$ cat src/rtl/hex_scan_mux.sv
// Four-digit time-multiplexed hex display scanner with frame-synchronous value updates.
// Define LEAD_ZERO_BLANK_EN to blank leading zero digits (digit 0 is always lit).
module hex_scan_mux #(
  parameter int unsigned DIV = 50000
) (
  input  logic        clock,
  input  logic        reset,
  input  logic        load,
  input  logic [15:0] value,
  output logic [3:0]  bi_digit,
  output logic [3:0]  an,
  output logic        frame_done
);

  localparam int unsigned CntW = (DIV > 1) ? $clog2(DIV) : 1;
  localparam logic [CntW-1:0] CntMax = CntW'(DIV - 1);

  logic [CntW-1:0] presc_q, presc_d;
  logic [1:0]      idx_q, idx_d;
  logic [15:0]     disp_q, disp_d;
  logic [15:0]     pend_q, pend_d;
  logic            pend_vld_q, pend_vld_d;
  logic            tick;
  logic            frame_end;

  assign tick      = (presc_q == CntMax);
  assign frame_end = tick && (idx_q == 2'd3);

  always_comb begin
    presc_d    = presc_q;
    idx_d      = idx_q;
    disp_d     = disp_q;
    pend_d     = pend_q;
    pend_vld_d = pend_vld_q;

    if (tick) begin
      presc_d = '0;
      idx_d   = idx_q + 2'd1;
    end else begin
      presc_d = presc_q + CntW'(1);
    end

    // A load landing on the boundary bypasses pending and goes straight to display.
    if (frame_end) begin
      if (load) begin
        disp_d     = value;
        pend_vld_d = 1'b0;
      end else if (pend_vld_q) begin
        disp_d     = pend_q;
        pend_vld_d = 1'b0;
      end
    end else if (load) begin
      pend_d     = value;
      pend_vld_d = 1'b1;
    end
  end

  always_ff @(posedge clock) begin
    if (reset) begin
      presc_q    <= '0;
      idx_q      <= '0;
      disp_q     <= '0;
      pend_q     <= '0;
      pend_vld_q <= 1'b0;
    end else begin
      presc_q    <= presc_d;
      idx_q      <= idx_d;
      disp_q     <= disp_d;
      pend_q     <= pend_d;
      pend_vld_q <= pend_vld_d;
    end
  end

  logic [3:0] lit;
  logic [3:0] nibble;

`ifdef LEAD_ZERO_BLANK_EN
  logic [3:0] nib_nz;
  always_comb begin
    for (int k = 0; k < 4; k++) begin
      nib_nz[k] = |disp_q[4*k +: 4];
    end
    lit[0] = 1'b1;
    lit[1] = |nib_nz[3:1];
    lit[2] = |nib_nz[3:2];
    lit[3] = nib_nz[3];
  end
`else
  assign lit = 4'hf;
`endif

  always_comb begin
    unique case (idx_q)
      2'd0: nibble = disp_q[3:0];
      2'd1: nibble = disp_q[7:4];
      2'd2: nibble = disp_q[11:8];
      default: nibble = disp_q[15:12];
    endcase
  end

  always_comb begin
    an       = 4'hf;
    bi_digit = 4'h0;
    if (lit[idx_q]) begin
      an[idx_q] = 1'b0;
      bi_digit  = nibble;
    end
  end

  assign frame_done = frame_end;

endmodule

$ cat config.mk
export PLATFORM = sky130hd
export DESIGN_NAME = hex_scan_mux
export DESIGN_NICKNAME = d
export VERILOG_FILES = /design/src/rtl/hex_scan_mux.sv
export SDC_FILE = /design/constraint.sdc
export NUM_CORES = 1
export LEC_CHECK = 0
export ABC_AREA = 1
export BUFFER_PORTS_ARGS = -buffer_cell sky130_fd_sc_hd__buf_4
export CAP_MARGIN = 5
export CORE_MARGIN = 4
export CORE_UTILIZATION = 53
export DETAILED_ROUTE_END_ITERATION = 10
export GPL_ROUTABILITY_DRIVEN = 0
export GPL_TIMING_DRIVEN = 0
export PLACE_DENSITY = 0.72
export RECOVER_POWER = 50
export SLEW_MARGIN = 0
export SYNTH_ARGS = -nofsm -noshare
export SYNTH_HDL_FRONTEND = slang
export SYNTH_SLANG_ARGS = --single-unit
$ cat constraint.sdc
create_clock -name clock -period 1.27 [get_ports clock]
set_input_delay 0.254 -clock clock [delete_from_list [all_inputs] [get_ports clock]]
set_output_delay 0.254 -clock clock [all_outputs]
set_load 0.02 [all_outputs]
======== Word-level counts from Yosys, hierarchy flattened ========
Index checks and enable logic that the tools add are counted.
storage, ports and cells
  flip-flop bits (word level) ............. 51
  bits of input ports ..................... 19
cells by class
  add/subtract/negate cells ............... 2
  $lt $le $gt $ge ......................... 2
  equality and inequality tests ........... 4
  bitwise gates (word level) .............. 2
  reduce and logical (&&, ||, !) cells .... 8
  mux-type cells .......................... 9
operator list
  kind                                                                                  count
  16-bit 2-to-1 mux                                                                     2
  16-bit by 1-bit adder with 16-bit output (second input constant)                      1
  16-bit == test (second input constant)                                                1
  4-bit case mux with 3 select lines                                                    1
  4-bit 2-to-1 mux                                                                      2
  2-bit == test (second input constant)                                                 2
  4-bit inverter                                                                        1
  2-bit AND reduction                                                                   2
  2-bit OR reduction                                                                    2
  2-bit by 3-bit < comparator with 1-bit output (second input constant)                 1
  2-bit by 1-bit adder with 2-bit output (second input constant)                        1
  1-bit binary-select mux with 2-bit select                                             1
  1-bit demux with 2-bit select                                                         1
  2-bit by 1-bit == test with 1-bit output (second input constant)                      1
  2-bit by 1-bit greater-or-equal comparator with 1-bit output (second input constant)  1
  1-bit logical AND                                                                     2
  2-bit zero test                                                                       1
  1-bit 2-to-1 mux                                                                      2
  2-bit nonzero test                                                                    1
  1-bit inverter                                                                        1

======== Depth between registers and ports, before layout ========
  word-level depth ........................ 6
  gate-level depth with buffers ........... 9

======== Least setup slack after synthesis ========
No wires, ideal clock.
  path type ............................... register to output
  from .................................... register idx_q[1]
  to ...................................... output bi_digit[0]
  arrival ................................. 1.357 ns
  setup slack ............................. -0.341 ns
  stages on the path, launching flop included .. 7
  data required time ...................... 1.016 ns
  cell sequence ........................... dfxtp_1 > inv_1 > ha_1 > inv_1 > o22ai_1 > a21oi_1 > o21ai_0
on the way
  word-level cells in the longest chain between the ends .. 3
ends and longest elaborated chain
  what                                                                           line     source
  start, declared                                                                19       logic [1:0] idx_q, idx_d;
  start signal, assigned                                                         67       idx_q <= idx_d;
  2-bit == test (tied with other cells)                                          93       unique case (idx_q)
  4-bit case mux with 3 select lines / 1-bit 2-to-1 mux (equally long branches)  93, 104
  4-bit 2-to-1 mux *                                                             104      if (lit[idx_q]) begin
  end, declared                                                                  10       output logic [3:0] bi_digit,
Every way passes the cells marked *; elsewhere a longest branch is shown, timed or not. The select of a mux whose other input is x is not followed.

======== Worst setup path in the final report ========
  from .................................... register idx_q[1]
  to ...................................... output bi_digit[2]
Same word-level chain as after synthesis.

==> flow_summary.toml <==
[yosys]
synthDistinctLibCells = 31
yosys.area_share.simple_pct = 31.5
synth-compound-area-share_pct = 7.21
synth_edf_count = 0
yosysSeqAreaShare_pct = 38.2
syn_area_per_cell_sq_um = 7.15
synth_top_family_by_area = "simple AND/OR/NAND/NOR gates"
synthFlopType = "dfxtp_1"
synth_xor_area_share_pct = 2.95
syn_inst = 374
async_reset_ff_share_pct = 0
synth_fp_nets = 399
syn_area_sq_um = 2670
ys_warn_count = 0
synth_fa_ha_area_share_pct = 2.81
synthMuxAreaShare_pct = 6.74
synth_seq_cells = 51

[outcome]
status = "finished with violations"
violations = "setup timing"

[placed_design]
dp_hpwl_mm = 4.41
dp.cells = 468
port_buffers = 27
place_area_sq_um = 3070

[route]
drc = 0
drt-total-wl_mm = 6.67
via_per_inst = 5.03
vias = 2515
drtIter0Drc = 133
wl_per_cell_um = 13.3
first_pass_iters = 4
ant_nets = 0

[clocking]
htreeDepth = 2
root_buffer = "clkbuf_8"
cts_tree = "done"
cts_buffers = 5
clockBufferDepth = 2
cts.sinks = 51
clk_latency_ns = 0.31
clk_pin_slew_worst_paths_ns = 0.10

[power]
leakage_nw = 1.68
power_w = 0.00307
power_frac_clock_pct = 34.4
p_switching_w = 0.000764
powerDensity_nw_per_um2 = 818
pwr-share-seq_pct = 54.5
combPwrFrac_pct = 11.1
ir_drop_uv = 657
p_int_w = 0.00230
switching_share_pct = 24.9

[worst_setup_path]
worstSetupPathType = "flop to output port"
r2r_cells = 9
reg2reg_slack_ns = -0.25
critPathRequiredTime_ns = 1.02
path_cells = "inv_4 -> ha_4 -> inv_4 -> o22ai_2 -> a21oi_2 -> o21ai_2 -> buf_6"
worst_setup_path_start_kind = "flop"
arrival_ns = 1.41
crit_fanout = 5
regToRegStartpoint = "presc_q[0]"
slowest_stage = "dfxtp_4"
crit_top_cell = "inv_4"
cp_slowest_stage_delay_ns = 0.38
end_kind = "output port"
r2r_end = "pend_q[6]"

[finish]
layout_commonest_cell = "nand2_1"
final_cells = 500
diodes = 0
area_growth_pct = 40.4
final_cell_mix = "nand2_1, nor2_1, inv_1"
stdcell_area_sq_um = 3750
num-fill-cells = 378
drive_above_1_share_pct = 44.3
nets = 458

[floorplan]
dieArea_sq_um = 6240
fp.coreArea_sq_um = 4820
fp-row-count = 25
start_util_pct = 55.5
io_pins = 28
die_w_um = 79.0
fp.dieH_um = 79.0

[global_route]
antenna_found_initial = 0
grt_max_degree = 16
grt_pass1_vias = 2331
grt-ovfl-total = 0
grt_pass1_wl_mm = 11.3
track_usage_pct = 22.7

[sta]
rsz0062_at_grt = "true"
finalMaxSlewViolations = 0
fmax_mhz = 600
relSlewSlack_pct = 52.0
worst_pin_slew_ns = 0.720
finalCritPeriodShare_pct = 131
setup_slack_ns = -0.397
setup_viol = 56
finalHoldViolCount = 0
post-route-min-period_ns = 1.67
finalClockSkew_ns = 0.00916

[worst_hold_path]
whs_path_depth = 3
hold_path_class = "input pin to flop"
hold_path_end = "idx_q[1]"
hp-start = "reset"

[run]
cap_violations = 0
worst max-delay path, delay by kind of cell (launching register included):
family,cells,cell delay [ns]
adder cells (fa/ha/maj),1,0.13
AO/OA/AOI/OAI,3,0.33
flip-flops,1,0.38
buffers and inverters,3,0.26
stage by stage:
step	util [%]	hold slack, ns	setup TNS, ns	worst slack, ns
global route	77.9	0.187	-14.50	-0.481
global placement	63.8	0.430	-4.92	-0.179
detailed placement	63.8	0.434	-5.32	-0.183
CTS	74.3	0.176	-10.30	-0.402
floorplan	-	0.401	-0.0339	-0.0339
finish	77.9	0.174	-9.59	-0.397
power groups by stage:
stage	registers [W]	clock network [W]	logic (W)
detailed placement	0.00171	0	0.000271
global placement	0.00170	0	0.000267
global route	0.00168	0.00112	0.000376
floorplan	0.00170	0	0.000179
finish	0.00167	0.00105	0.000341
CTS	0.00167	0.00107	0.000307
metal layers:
metal  global-route usage (%)  part of all wire, %  up-vias
met4                     5.67                 0.94        0
met5                        0                    0        -
met1                     33.9                   51     1165
li1                         -                    -     1289
met3                     4.31                  5.3        6
met2                     33.4                   43       55
cells by family after synthesis:
logic type,Yosys count
adder cells (fa/ha/maj),6
buffers and inverters,66
flip-flops,51
AO/OA/AOI/OAI,37
XOR/XNOR,9
multiplexers,16
AND/OR/NAND/NOR,189
final cells by class:
type	count	area, sq um	area share (%)
multi-input cells	257	1740	46.3
flip-flops and latches	51	1040	27.8
repair buffers	52	477	12.7
inverters	52	208	5.54
plain buffers	14	100	2.67
clock buffers	6	93.8	2.50
well taps	67	83.8	2.23
clock inverters	1	7.51	0.200
synthesized netlist by cell type, types with 2 or more instances:
cell,n,share of area [%]
nor3_1,3,0.56
ha_1,6,2.8
inv_1,50,7.0
buf_6,4,1.7
clkbuf_1,3,0.42
dfxtp_1,51,38
xor2_1,7,2.3
xnor2_1,2,0.66
nand4_1,3,0.70
buf_1,3,0.42
mux2_2,16,6.7
nand2_2,2,0.47
nor2_4,2,0.84
o21ai_0,6,1.1
o22ai_1,4,0.94
a21oi_1,26,4.9
nand2_1,71,10
nand3_4,2,1.3
nor2_1,76,11
buf_2,4,0.75
nand3_1,23,4.3
worst max path at each step:
stage | startpoint | to | slack (ns) | cells after the start
finish | idx_q[1] | bi_digit[2] | -0.40 | 7
global placement | presc_q[9] | disp_q[15] | -0.18 | 8
detailed placement | presc_q[9] | disp_q[15] | -0.18 | 8
CTS | idx_q[1] | bi_digit[1] | -0.40 | 7
floorplan | idx_q[0] | bi_digit[0] | -0.03 | 6
global route | idx_q[1] | bi_digit[2] | -0.48 | 7
state kept, by name (all words and copies together) (netlist names):
signal      cells
disp_q         16
pend_q         16
presc_q        16
idx_q           2
pend_vld_q      1
what timing repair did:
action / 4_1_cts / 5_1_grt
setup buffers: 15 / 5
resized for setup: 75 / 42
cloned: 5 / 0
hold endpoints to repair: 0 / 0
hold buffers: 0 / 0
endpoints found under the setup margin: 53 / 60
pin swaps: 19 / 19
Power figures use the tool's default switching activity.
